**src/rtl/alu_pkg.sv**
```systemverilog
// Shared definitions for the sequential RV32I/M ALU: op codes, the M-select bit, FSM states.
// Op codes are XLEN-independent so that decode logic and benches can share them.
package alu_pkg;

    localparam int OP_M_BIT = 4;

    localparam logic [3:0] ALU_ADD  = 4'b0000;
    localparam logic [3:0] ALU_SLL  = 4'b0001;
    localparam logic [3:0] ALU_SLT  = 4'b0010;
    localparam logic [3:0] ALU_SLTU = 4'b0011;
    localparam logic [3:0] ALU_XOR  = 4'b0100;
    localparam logic [3:0] ALU_SRL  = 4'b0101;
    localparam logic [3:0] ALU_OR   = 4'b0110;
    localparam logic [3:0] ALU_AND  = 4'b0111;
    localparam logic [3:0] ALU_SUB  = 4'b1000;
    localparam logic [3:0] ALU_SRA  = 4'b1101;

    localparam logic [2:0] MD_MUL    = 3'b000;
    localparam logic [2:0] MD_MULH   = 3'b001;
    localparam logic [2:0] MD_MULHSU = 3'b010;
    localparam logic [2:0] MD_MULHU  = 3'b011;
    localparam logic [2:0] MD_DIV    = 3'b100;
    localparam logic [2:0] MD_DIVU   = 3'b101;
    localparam logic [2:0] MD_REM    = 3'b110;
    localparam logic [2:0] MD_REMU   = 3'b111;

    typedef enum logic [1:0] {
        IDLE = 2'd0,
        BUSY = 2'd1,
        DONE = 2'd2
    } state_t;

endpackage

```
**src/rtl/alu_muldiv_iter.sv**
```systemverilog
// Iterative M-extension unit (present only when ALU_MULDIV_EN is defined): one bit per cycle,
// radix-2 shift-add multiply or restoring divide on magnitudes, sign fixed up on the way out.
`ifdef ALU_MULDIV_EN
module alu_muldiv_iter
    import alu_pkg::*;
#(
    parameter int XLEN = 32
) (
    input  logic            clk,
    input  logic            reset,
    input  logic            start_i,
    input  logic [2:0]      op_i,
    input  logic [XLEN-1:0] a_i,
    input  logic [XLEN-1:0] b_i,
    output logic            done_o,
    output logic [XLEN-1:0] result_o
);

    localparam int CW = $clog2(XLEN);
    localparam logic [CW-1:0] LAST = CW'(XLEN - 1);

    logic              busy_q;
    logic [CW-1:0]     cnt_q;
    logic [2*XLEN-1:0] acc_q;
    logic [2*XLEN-1:0] acc_d;
    logic [XLEN-1:0]   mag_q;
    logic [2:0]        op_q;
    logic              neg_q;
    logic              neg_rem_q;

    logic              a_sgn;
    logic              b_sgn;
    logic [XLEN-1:0]   a_mag;
    logic [XLEN-1:0]   b_mag;
    logic [XLEN:0]     mul_sum;
    logic [XLEN:0]     div_shift;
    logic [XLEN:0]     div_diff;
    logic              div_ok;
    logic [2*XLEN-1:0] prod;

    always_comb begin
        a_sgn = a_i[XLEN-1] && (op_i == MD_MULH || op_i == MD_MULHSU ||
                                op_i == MD_DIV  || op_i == MD_REM);
        b_sgn = b_i[XLEN-1] && (op_i == MD_MULH || op_i == MD_DIV || op_i == MD_REM);
        a_mag = a_sgn ? -a_i : a_i;
        b_mag = b_sgn ? -b_i : b_i;
    end

    // acc_q holds {high product, multiplier} for mul and {remainder, quotient} for div.
    always_comb begin
        mul_sum   = {1'b0, acc_q[2*XLEN-1:XLEN]} + (acc_q[0] ? {1'b0, mag_q} : '0);
        div_shift = acc_q[2*XLEN-1:XLEN-1];
        div_diff  = div_shift - {1'b0, mag_q};
        div_ok    = !div_diff[XLEN];
        if (op_q[2]) begin
            acc_d = {div_ok ? div_diff[XLEN-1:0] : div_shift[XLEN-1:0], acc_q[XLEN-2:0], div_ok};
        end else begin
            acc_d = {mul_sum, acc_q[XLEN-1:1]};
        end
        prod = neg_q ? -acc_d : acc_d;
        if (!op_q[2]) begin
            result_o = (op_q[1:0] == 2'b00) ? prod[XLEN-1:0] : prod[2*XLEN-1:XLEN];
        end else if (!op_q[1]) begin
            result_o = neg_q ? -acc_d[XLEN-1:0] : acc_d[XLEN-1:0];
        end else begin
            result_o = neg_rem_q ? -acc_d[2*XLEN-1:XLEN] : acc_d[2*XLEN-1:XLEN];
        end
    end

    assign done_o = busy_q && (cnt_q == LAST);

    always_ff @(posedge clk) begin
        if (reset) begin
            busy_q    <= 1'b0;
            cnt_q     <= '0;
            acc_q     <= '0;
            mag_q     <= '0;
            op_q      <= '0;
            neg_q     <= 1'b0;
            neg_rem_q <= 1'b0;
        end else if (start_i) begin
            busy_q    <= 1'b1;
            cnt_q     <= '0;
            op_q      <= op_i;
            neg_q     <= a_sgn ^ b_sgn;
            neg_rem_q <= a_sgn;
            if (op_i[2]) begin
                acc_q <= {{XLEN{1'b0}}, a_mag};
                mag_q <= b_mag;
            end else begin
                acc_q <= {{XLEN{1'b0}}, b_mag};
                mag_q <= a_mag;
            end
        end else if (busy_q) begin
            acc_q <= acc_d;
            cnt_q <= cnt_q + 1'b1;
            if (cnt_q == LAST) begin
                busy_q <= 1'b0;
            end
        end
    end

endmodule
`endif

```
**src/rtl/alu_seq.sv**
```systemverilog
// Handshaked RV32I ALU with registered result; M-extension via alu_muldiv_iter when
// ALU_MULDIV_EN is defined, otherwise M ops return 0 with single-cycle latency.
module alu_seq
    import alu_pkg::*;
#(
    parameter int XLEN = 32
) (
    input  logic            clk,
    input  logic            reset,
    input  logic            in_valid,
    output logic            in_ready,
    input  logic [4:0]      op,
    input  logic [XLEN-1:0] s1,
    input  logic [XLEN-1:0] s2,
    output logic            out_valid,
    input  logic            out_ready,
    output logic [XLEN-1:0] d,
    output state_t          dbg_state
);

    localparam int SW = $clog2(XLEN);

    state_t          state_q;
    logic [XLEN-1:0] d_q;

    logic            accept;
    logic            m_iter;
    logic            iter_done;
    logic [XLEN-1:0] iter_res;
    logic [XLEN-1:0] base_res;
    logic [XLEN-1:0] imm_res;
    logic [SW-1:0]   shamt;

    // A finished result leaving this cycle frees the slot for a new request in the same cycle.
    assign in_ready  = (state_q == IDLE) || (state_q == DONE && out_ready);
    assign accept    = in_valid && in_ready;
    assign out_valid = (state_q == DONE);
    assign d         = d_q;
    assign dbg_state = state_q;
    assign shamt     = s2[SW-1:0];

    always_comb begin
        base_res = '0;
        case (op[3:0])
            ALU_ADD:  base_res = s1 + s2;
            ALU_SUB:  base_res = s1 - s2;
            ALU_SLL:  base_res = s1 << shamt;
            ALU_SRL:  base_res = s1 >> shamt;
            ALU_SRA:  base_res = $signed(s1) >>> shamt;
            ALU_SLT:  base_res = {{(XLEN-1){1'b0}}, $signed(s1) < $signed(s2)};
            ALU_SLTU: base_res = {{(XLEN-1){1'b0}}, s1 < s2};
            ALU_XOR:  base_res = s1 ^ s2;
            ALU_OR:   base_res = s1 | s2;
            ALU_AND:  base_res = s1 & s2;
            default:  base_res = '0;
        endcase
    end

`ifdef ALU_MULDIV_EN
    logic            div_zero;
    logic            div_ovf;
    logic            m_special;
    logic [XLEN-1:0] m_special_res;

    // Divide-by-zero and signed overflow bypass the iterative unit with fixed results.
    always_comb begin
        div_zero  = (s2 == '0);
        div_ovf   = !op[0] && (s1 == {1'b1, {(XLEN-1){1'b0}}}) && (s2 == '1);
        m_special = op[2] && (div_zero || div_ovf);
        if (div_zero) begin
            m_special_res = op[1] ? s1 : '1;
        end else begin
            m_special_res = op[1] ? '0 : s1;
        end
    end

    assign m_iter  = op[OP_M_BIT] && !m_special;
    assign imm_res = op[OP_M_BIT] ? m_special_res : base_res;

    alu_muldiv_iter #(.XLEN(XLEN)) u_muldiv (
        .clk      (clk),
        .reset    (reset),
        .start_i  (accept && m_iter),
        .op_i     (op[2:0]),
        .a_i      (s1),
        .b_i      (s2),
        .done_o   (iter_done),
        .result_o (iter_res)
    );
`else
    assign m_iter    = 1'b0;
    assign iter_done = 1'b0;
    assign iter_res  = '0;
    assign imm_res   = op[OP_M_BIT] ? '0 : base_res;
`endif

    always_ff @(posedge clk) begin
        if (reset) begin
            state_q <= IDLE;
            d_q     <= '0;
        end else if (accept) begin
            if (m_iter) begin
                state_q <= BUSY;
            end else begin
                state_q <= DONE;
                d_q     <= imm_res;
            end
        end else begin
            case (state_q)
                BUSY: begin
                    if (iter_done) begin
                        state_q <= DONE;
                        d_q     <= iter_res;
                    end
                end
                DONE: begin
                    if (out_ready) begin
                        state_q <= IDLE;
                    end
                end
                default: ;
            endcase
        end
    end

endmodule

```
**config.mk**
```make
export PLATFORM = sky130hd
export DESIGN_NAME = alu_seq
export DESIGN_NICKNAME = d
export VERILOG_FILES = /design/src/rtl/alu_pkg.sv /design/src/rtl/alu_muldiv_iter.sv /design/src/rtl/alu_seq.sv
export SDC_FILE = /design/constraint.sdc
export NUM_CORES = 1
export LEC_CHECK = 0
export CAP_MARGIN = 20
export CORE_MARGIN = 2
export CORE_UTILIZATION = 50
export CTS_BUF_LIST = sky130_fd_sc_hd__clkbuf_8
export CTS_CLUSTER_DIAMETER = 120
export DETAILED_ROUTE_END_ITERATION = 10
export MAX_ROUTING_LAYER = met4
export PLACE_DENSITY_LB_ADDON = 0.08
export SYNTH_ARGS = -nofsm -noshare
export SYNTH_HDL_FRONTEND = slang
export SYNTH_SLANG_ARGS = --single-unit
```
**constraint.sdc**
```tcl
create_clock -name clk -period 6.3 [get_ports clk]
set_clock_uncertainty 0.05 [all_clocks]
set_input_delay 1.89 -clock clk [delete_from_list [all_inputs] [get_ports clk]]
set_output_delay 1.89 -clock clk [all_outputs]
set_load 0.05 [all_outputs]
```
# Word-level counts from Yosys, hierarchy flattened
# Index checks and enable logic that the tools add are counted.
# totals
output_inout_bits	36
input_bits	73
reg_bits	33
# op_classes
n_mux	5
magnitude_cmp	2
n_shift	3
reduce_logical	8
bitwise	3
n_eq_ne	9
add_sub_neg	2
# op_table
op	count
one-hot mux 32 bit (10 select lines)	1
< comparator 32 bit	2
adder 32 bit	1
bitwise AND 32 bit	1
two-way mux 32 bit	1
bitwise OR 32 bit	1
left shift 32 x 5 -> 32 bit	1
right shift 32 x 5 -> 32 bit	1
>>> shifter 32 x 5 -> 32 bit	1
subtractor 32 bit	1
bitwise XOR 32 bit	1
== test 4 x 3 -> 1 bit, second input constant	4
== test 4 x 2 -> 1 bit, second input constant	2
== test 4 bit, second input constant	2
two-way mux 2 bit	3
== test 4 x 1 -> 1 bit, second input constant	1
zero test 4 bit	1
nonzero test 2 bit	2
logical AND 1 bit	2
zero test 2 bit	1
AND reduction 2 bit	1
logical OR 1 bit	1

# Logic depth before layout (Yosys ltp)
# Gate-level depths: netlist of the first run.
# logic_depth
depth_word	5
mapped_depth	16
ltp_nobuf	13

# Least setup slack after synthesis of the first run
# Ideal clock, no wire load.
# synth_timing
path_kind	input -> register
startpoint	input s2[3]
endpoint	register d_q[23], in the netlist d[23]
slack_ns	0.888
setup_ns	0.131
cell_stages	15
arrival_time_ns	5.231
path_buffers	5
path_cell_list	clkbuf_1 -> inv_1 -> buf_1 -> buf_1 -> buf_2 -> ha_1 -> buf_2 -> nand2_1 -> o31ai_1 -> a311o_1 -> a311o_1 -> a41o_1 -> a221o_1 -> a211oi_1 -> nor3_1
# synth_between
elab_chain_cells	3
# synth_rtl
item	line_no	rtl
start, declared	alu_seq.sv:14	input logic [XLEN-1:0] s2,
subtractor 32 bit (tied with other cells)	alu_seq.sv:46	ALU_SUB: base_res = s1 - s2;
one-hot mux 32 bit (10 select lines) (*)	alu_seq.sv:44	case (op[3:0])
two-way mux 32 bit (*)	alu_seq.sv:94	assign imm_res = op[OP_M_BIT] ? '0 : base_res;
end signal, assigned	alu_seq.sv:106	d_q <= imm_res;
end signal, assigned	alu_seq.sv:113	d_q <= iter_res;
end, declared	alu_seq.sv:24	logic [XLEN-1:0] d_q;
# Mark *: on every way between the ends. The rest lies on a longest branch, timed or not.
# A chain may end at the register's enable or synchronous reset.

# Worst setup path after layout of the first run
# layout_timing
startpoint	input s1[9]
endpoint	register d_q[21], in the netlist d[21]
# layout_between
elab_chain_cells	3
# layout_rtl
item	line_no	rtl
start, declared	alu_seq.sv:13	input logic [XLEN-1:0] s1,
subtractor 32 bit (tied with other cells)	alu_seq.sv:46	
one-hot mux 32 bit (10 select lines) (*)	alu_seq.sv:44	
two-way mux 32 bit (*)	alu_seq.sv:94	
# Marks and branches as above.

==> results of run 1 <==
==> routing by layer <==
| metal | up-vias | GRT usage (%) |
|---|---|---|
| met4 | 0 | 18.2 |
| met2 | 820 | 61.3 |
| met3 | 134 | 7.22 |
| met5 | - | - |
| li1 | 5415 | - |
| met1 | 5696 | 55.9 |
==> cell usage in the layout (no fill, tap or decap), types with 8 or more instances in the layout <==
| cell type | n |
|---|---|
| a211oi_1 | 39 |
| a21o_1 | 21 |
| a21oi_1 | 134 |
| a221o_1 | 11 |
| a221oi_1 | 14 |
| a22oi_1 | 26 |
| a31oi_1 | 17 |
| buf_4 | 60 |
| clkdlybuf4s50_1 | 102 |
| dfxtp_1 | 33 |
| ha_1 | 100 |
| inv_1 | 99 |
| mux2_2 | 12 |
| mux2i_1 | 36 |
| mux4_2 | 54 |
| nand2_1 | 116 |
| nand2b_1 | 12 |
| nand3_1 | 24 |
| nor2_1 | 164 |
| nor2b_1 | 15 |
| nor3_1 | 51 |
| o2111ai_1 | 10 |
| o211ai_1 | 16 |
| o21ai_0 | 94 |
| o21bai_1 | 11 |
| o221ai_1 | 11 |
| o22ai_1 | 11 |
| o31ai_1 | 16 |
| or3_1 | 12 |
| xnor2_1 | 8 |
==> worst max path at each step <==
stage	cells after the start	slack (ns)	endpoint
after floorplan	15	0.89	d[23]
after CTS	12	0.87	d[21]
after detailed placement	12	0.53	d[21]
after global routing	12	0.59	d[23]
after global placement	12	0.67	d[21]
final	12	0.86	d[21]
==> registers in the layout, indices dropped and copies added, names as in the netlist <==
name	flops
dbg_state	1
d	32
==> logic make-up after synthesis <==
kind of cell | Yosys count | share of synthesized area (%)
buffers and inverters | 224 | 9.00
AND/OR/NAND/NOR | 441 | 19.8
other | 1 | 0.0371
XOR/XNOR | 11 | 0.953
flip-flops | 33 | 6.54
multiplexers | 102 | 16.9
AO/OA/AOI/OAI | 506 | 33.9
adder cells (fa/ha/maj) | 102 | 12.8
==> critical path: stages <==
cell and delay [ns]:
clkdlybuf4s50_1 0.75, inv_1 0.10, ha_1 0.44, or2_1 0.29, or3_1 0.33, a311oi_2 0.36
nor3b_2 0.14, o311ai_4 0.46, a21oi_1 0.16, xnor2_1 0.14, a2111oi_0 0.42, nor3_1 0.09
==> report_power, final <==
group	switching [W]	internal [W]
sequential	0.00000501	0.000214
clock	0.000109	0.0000857
combinational	0.000569	0.000351
==> layout make-up <==
| cell class | count | share of cell area, % |
|---|---|---|
| Tap cell | 270 | 2.93 |
| Multi-Input combinational cell | 1163 | 74.2 |
| Timing Repair Buffer | 167 | 13.1 |
| Clock buffer | 6 | 0.716 |
| Clock inverter | 1 | 0.0325 |
| Antenna cell | 2 | 0.0434 |
| Inverter | 100 | 3.25 |
| Sequential cell | 33 | 5.73 |
==> synth_stat cells (all sizes together), types with 12 or more instances <==
master	instances	area, um2
or3	12	75.1
a22oi	26	195
mux2i	36	360
mux4	54	1220
a211oi	40	305
nand2b	12	75.1
o211ai	16	120
buf	40	219
nand3	24	120
inv	99	372
nor3	52	260
a21oi	136	688
nor2b	15	93.8
a221oi	14	123
dfxtp	33	661
a221o	12	121
ha	100	1250
nor2	164	616
o21ai	95	479
a31oi	17	106
nand2	117	439
clkbuf	84	315
a21o	21	158
mux2	12	135
o31ai	16	120
==> per-stage QoR <==
stage               util, %  cell area [um2]  total power (W)  hold slack (ns)
floorplan                 -            10100         0.000819            0.625
global placement       57.1            11400          0.00111            0.396
detailed placement     57.1            11400          0.00111            0.406
CTS                    57.5            11500          0.00130            0.419
global route           57.6            11500          0.00140            0.451
finish                 57.6            11500          0.00133            0.423
==> impl_metrics.json, run 1 <==
{
  "status": "finished clean",
  "dp_cells": 1733,
  "hpwl_um": 33800,
  "p_leak_nw": 4.64,
  "crit_type": "input pin to flop",
  "grt_pass1_wl_um": 67100,
  "worst_slew_pin_slew_ns": 0.993,
  "grt_overflow": 0,
  "clk_latency_ns": 0.32,
  "critPathRequiredTime_ns": 6.42,
  "wirelength_um": 44400,
  "ys_seq_elements": 33,
  "top_layer": "met4",
  "avgRoutedWirePerCell_um": 25.5,
  "layout.cells.non_filler": 1742,
  "grt_max_degree": 83,
  "layout_setup_ws_ns": 0.856,
  "syn-cell-area_um2": 10100,
  "regArea_um2": 661,
  "layout.nets": 1645,
  "wl_met2_um": 19100,
  "hold_depth": 2,
  "initialDrtViolationCount": 1592,
  "track_usage_pct": 41.6,
  "route.met3.wl_um": 4780,
  "synth_ff_type": "dfxtp_1",
  "max-vdd-ir-drop_uv": 98.2,
  "rows": 52,
  "cp_max_fo": 11,
  "path_clk_slew_ns": 0.09,
  "cts-root-buf": "clkbuf_8",
  "crit_start": "s1[9]",
  "min_from": "d[11]",
  "first_pass_iters": 5,
  "cts_tree": "yes",
  "finalSetupViolCount": 0,
  "drive_gt1_share_pct": 11.4,
  "routed_via_density": 6.93,
  "hold_path_end": "d[11]",
  "syn_nets": 1595,
  "synth.avg_cell_area_um2": 7.12,
  "port_buffers": 107,
  "cp_data_arrival_time_ns": 5.57,
  "timing.final.max_slew_violations": 0,
  "cts_resized": 0,
  "synth_edf_count": 0,
  "async_reset_ff_share_pct": 0,
  "hold_viol_final": 0,
  "first_global_vias": 11000,
  "multi_input_area_um2": 8560,
  "post_cts_buffers": 0,
  "ys_types": 89,
  "drcViolationCount": 0,
  "place.gp.congestion": 1.02,
  "ys_seq_area_share_pct": 6.54,
  "core_area_um2": 20000,
  "htree_levels": 2,
  "wl_met1_um": 18100,
  "netlist_instances": 1420,
  "yosys_warnings": 0,
  "critPathCaptureType": "flop",
  "ctsHoldBuffers": 0,
  "power_density_nw_per_um2": 116,
  "cp-start-kind": "input pin",
  "worst_hold_path_type": "flop to flop",
  "clk_path_buf_depth": 2,
  "grt_antenna_before_repair": 2,
  "fin_tns_setup_ns": 0,
  "n_fill_cell": 2024,
  "timing.rr.end": "d[14]",
  "vias": 12100,
  "rrSetupSlack_ns": 3.93,
  "slew_headroom_pct": 33.6,
  "cts_sinks": 33,
  "io_pins": 109,
  "maxCapViolCount": 0,
  "die_h_um": 146,
  "die_area_um2": 21400,
  "period_share_pct": 86.4,
  "ant_nets": 0,
  "die_x_um": 146,
  "rsz0062_at_grt": "false",
  "post-place-ws_ns": 0.534,
  "area_delta_synth_final_pct": 14.1,
  "min_period_ns": 5.44,
  "r2r_start": "dbg_state[1]",
  "fmax_mhz": 184,
  "initial_core_util_pct": 50.4,
  "cts_buffers": 5,
  "reg2reg_depth": 6
}
Power figures use the tool's default switching activity.
==> inputs of run 2 (changes only) <==
TNS_END_PERCENT = 1   (was not set)
==> results of run 2 <==
The final DEF is identical to that of run 1; final timing and power are the same.
==> inputs of run 3 (changes only) <==
CORE_MARGIN = not set   (was 2)
==> impl_metrics.json, run 3 (synthesis gave the netlist of run 1 again) <==
{
  "timing.final.max_slew_violations": 0,
  "maxCapViolCount": 0,
  "area_delta_synth_final_pct": 14.0,
  "crit_start": "s1[4]",
  "rows": 51,
  "port_buffers": 107,
  "ctsHoldBuffers": 0,
  "cts_tree": "yes",
  "fmax_mhz": 186,
  "slew_headroom_pct": 41.3,
  "critPathRequiredTime_ns": 6.51,
  "core_area_um2": 19700,
  "dp_cells": 1721,
  "timing.hold.ws_ns": 0.406,
  "grt_antenna_before_repair": 1,
  "largest_reg_flops": 32,
  "htree_levels": 2,
  "routed_via_density": 6.99,
  "min_period_ns": 5.39,
  "layout.nets": 1639,
  "track_usage_pct": 44.0,
  "wirelength_um": 44800,
  "path_clk_slew_ns": 0.10,
  "drcViolationCount": 0,
  "period_share_pct": 85.5,
  "final_common_cell": "nor2_1",
  "r2r_start": "dbg_state[1]",
  "clk_path_buf_depth": 2,
  "place.gp.congestion": 1.04,
  "grt_pass1_wl_um": 66200,
  "cts-root-buf": "clkbuf_8",
  "cp_data_arrival_time_ns": 5.60,
  "cts_resized": 0,
  "finalSetupViolCount": 0,
  "layout.cells.non_filler": 1731,
  "status": "finished clean",
  "hold_path_end": "d[10]",
  "crit_type": "input pin to flop",
  "initial_core_util_pct": 51.4,
  "worst_hold_path_type": "flop to flop",
  "power_density_nw_per_um2": 120,
  "cts_sinks": 33,
  "max-vdd-ir-drop_uv": 115,
  "drive_gt1_share_pct": 11.1,
  "critPathCaptureType": "flop",
  "first_pass_iters": 6,
  "cp_max_fo": 11,
  "vias": 12100,
  "hold_viol_final": 0,
  "hold_depth": 2,
  "cp-start-kind": "input pin",
  "die_h_um": 144,
  "cts_buffers": 5,
  "fin_tns_setup_ns": 0,
  "rsz0062_at_grt": "false",
  "hpwl_um": 33700,
  "avgRoutedWirePerCell_um": 25.9,
  "reg2reg_depth": 7,
  "grt_overflow": 0,
  "rrSetupSlack_ns": 3.58,
  "clk_latency_ns": 0.33,
  "timing.rr.end": "d[26]",
  "first_global_vias": 10800,
  "die_area_um2": 20800,
  "layout_common_cells": "nor2_1 (164), a21oi_1 (134), nand2_1 (116), clkdlybuf4s50_1 (102), ha_1 (100)",
  "die_x_um": 144,
  "ant_nets": 0,
  "grt_max_degree": 82,
  "worst_slew_pin_slew_ns": 0.878,
  "p_leak_nw": 4.63,
  "io_pins": 109,
  "initialDrtViolationCount": 1692,
  "post_cts_buffers": 0,
  "min_from": "d[10]"
}
[run 3: layer usage]
layer  global-route usage [%]  up-vias  routed length (um)
li1                         -     5398                   -
met3                     7.48      135                4990
met5                        -        -                   0
met4                     20.9        0                2400
met2                     65.5      909               19200
met1                     57.6     5665               18100
[run 3: critical path, cell delays in order]
cell and delay [ns]:
clkdlybuf4s50_1 0.67, inv_1 0.08, ha_1 0.49, nand2_1 0.11
o31ai_1 0.48, a311o_1 0.42, a311o_1 0.31, and3_1 0.24
a21oi_1 0.11, o311a_1 0.37, nand4b_1 0.17, a211oi_1 0.25
[run 3: worst max-delay path by stage]
stage | cells past startpoint | slack [ns] | endpoint
floorplan | 15 | 0.89 | d[23]
global placement | 12 | 0.74 | d[31]
detailed placement | 12 | 0.67 | d[31]
CTS | 12 | 0.99 | d[31]
global route | 14 | 0.71 | d[26]
finish | 12 | 0.91 | d[31]
[run 3: metrics by stage]
step	cell area [um2]	power (W)	setup slack, ns	util (%)
3_5_place_dp	11400	0.00111	0.667	57.9
2_1_floorplan	10100	0.000819	0.888	-
5_1_grt	11500	0.00145	0.709	58.6
6_report	11500	0.00139	0.915	58.6
3_3_place_gp	11400	0.00111	0.743	57.9
4_1_cts	11500	0.00135	0.994	58.5
[run 3: area by class of cell]
class | instances | area (um2)
Clock buffer | 6 | 82.6
Inverter | 100 | 375
Clock inverter | 2 | 33.8
Timing Repair Buffer | 161 | 1470
Multi-Input combinational cell | 1163 | 8560
Sequential cell | 33 | 661
Antenna cell | 1 | 2.50
Fill cell | 1981 | 8140
Tap cell | 265 | 332
[run 3: power breakdown]
part	internal, W	switching, W
Combinational	0.000350	0.000573
Sequential	0.000214	0.00000485
Clock	0.000128	0.000117
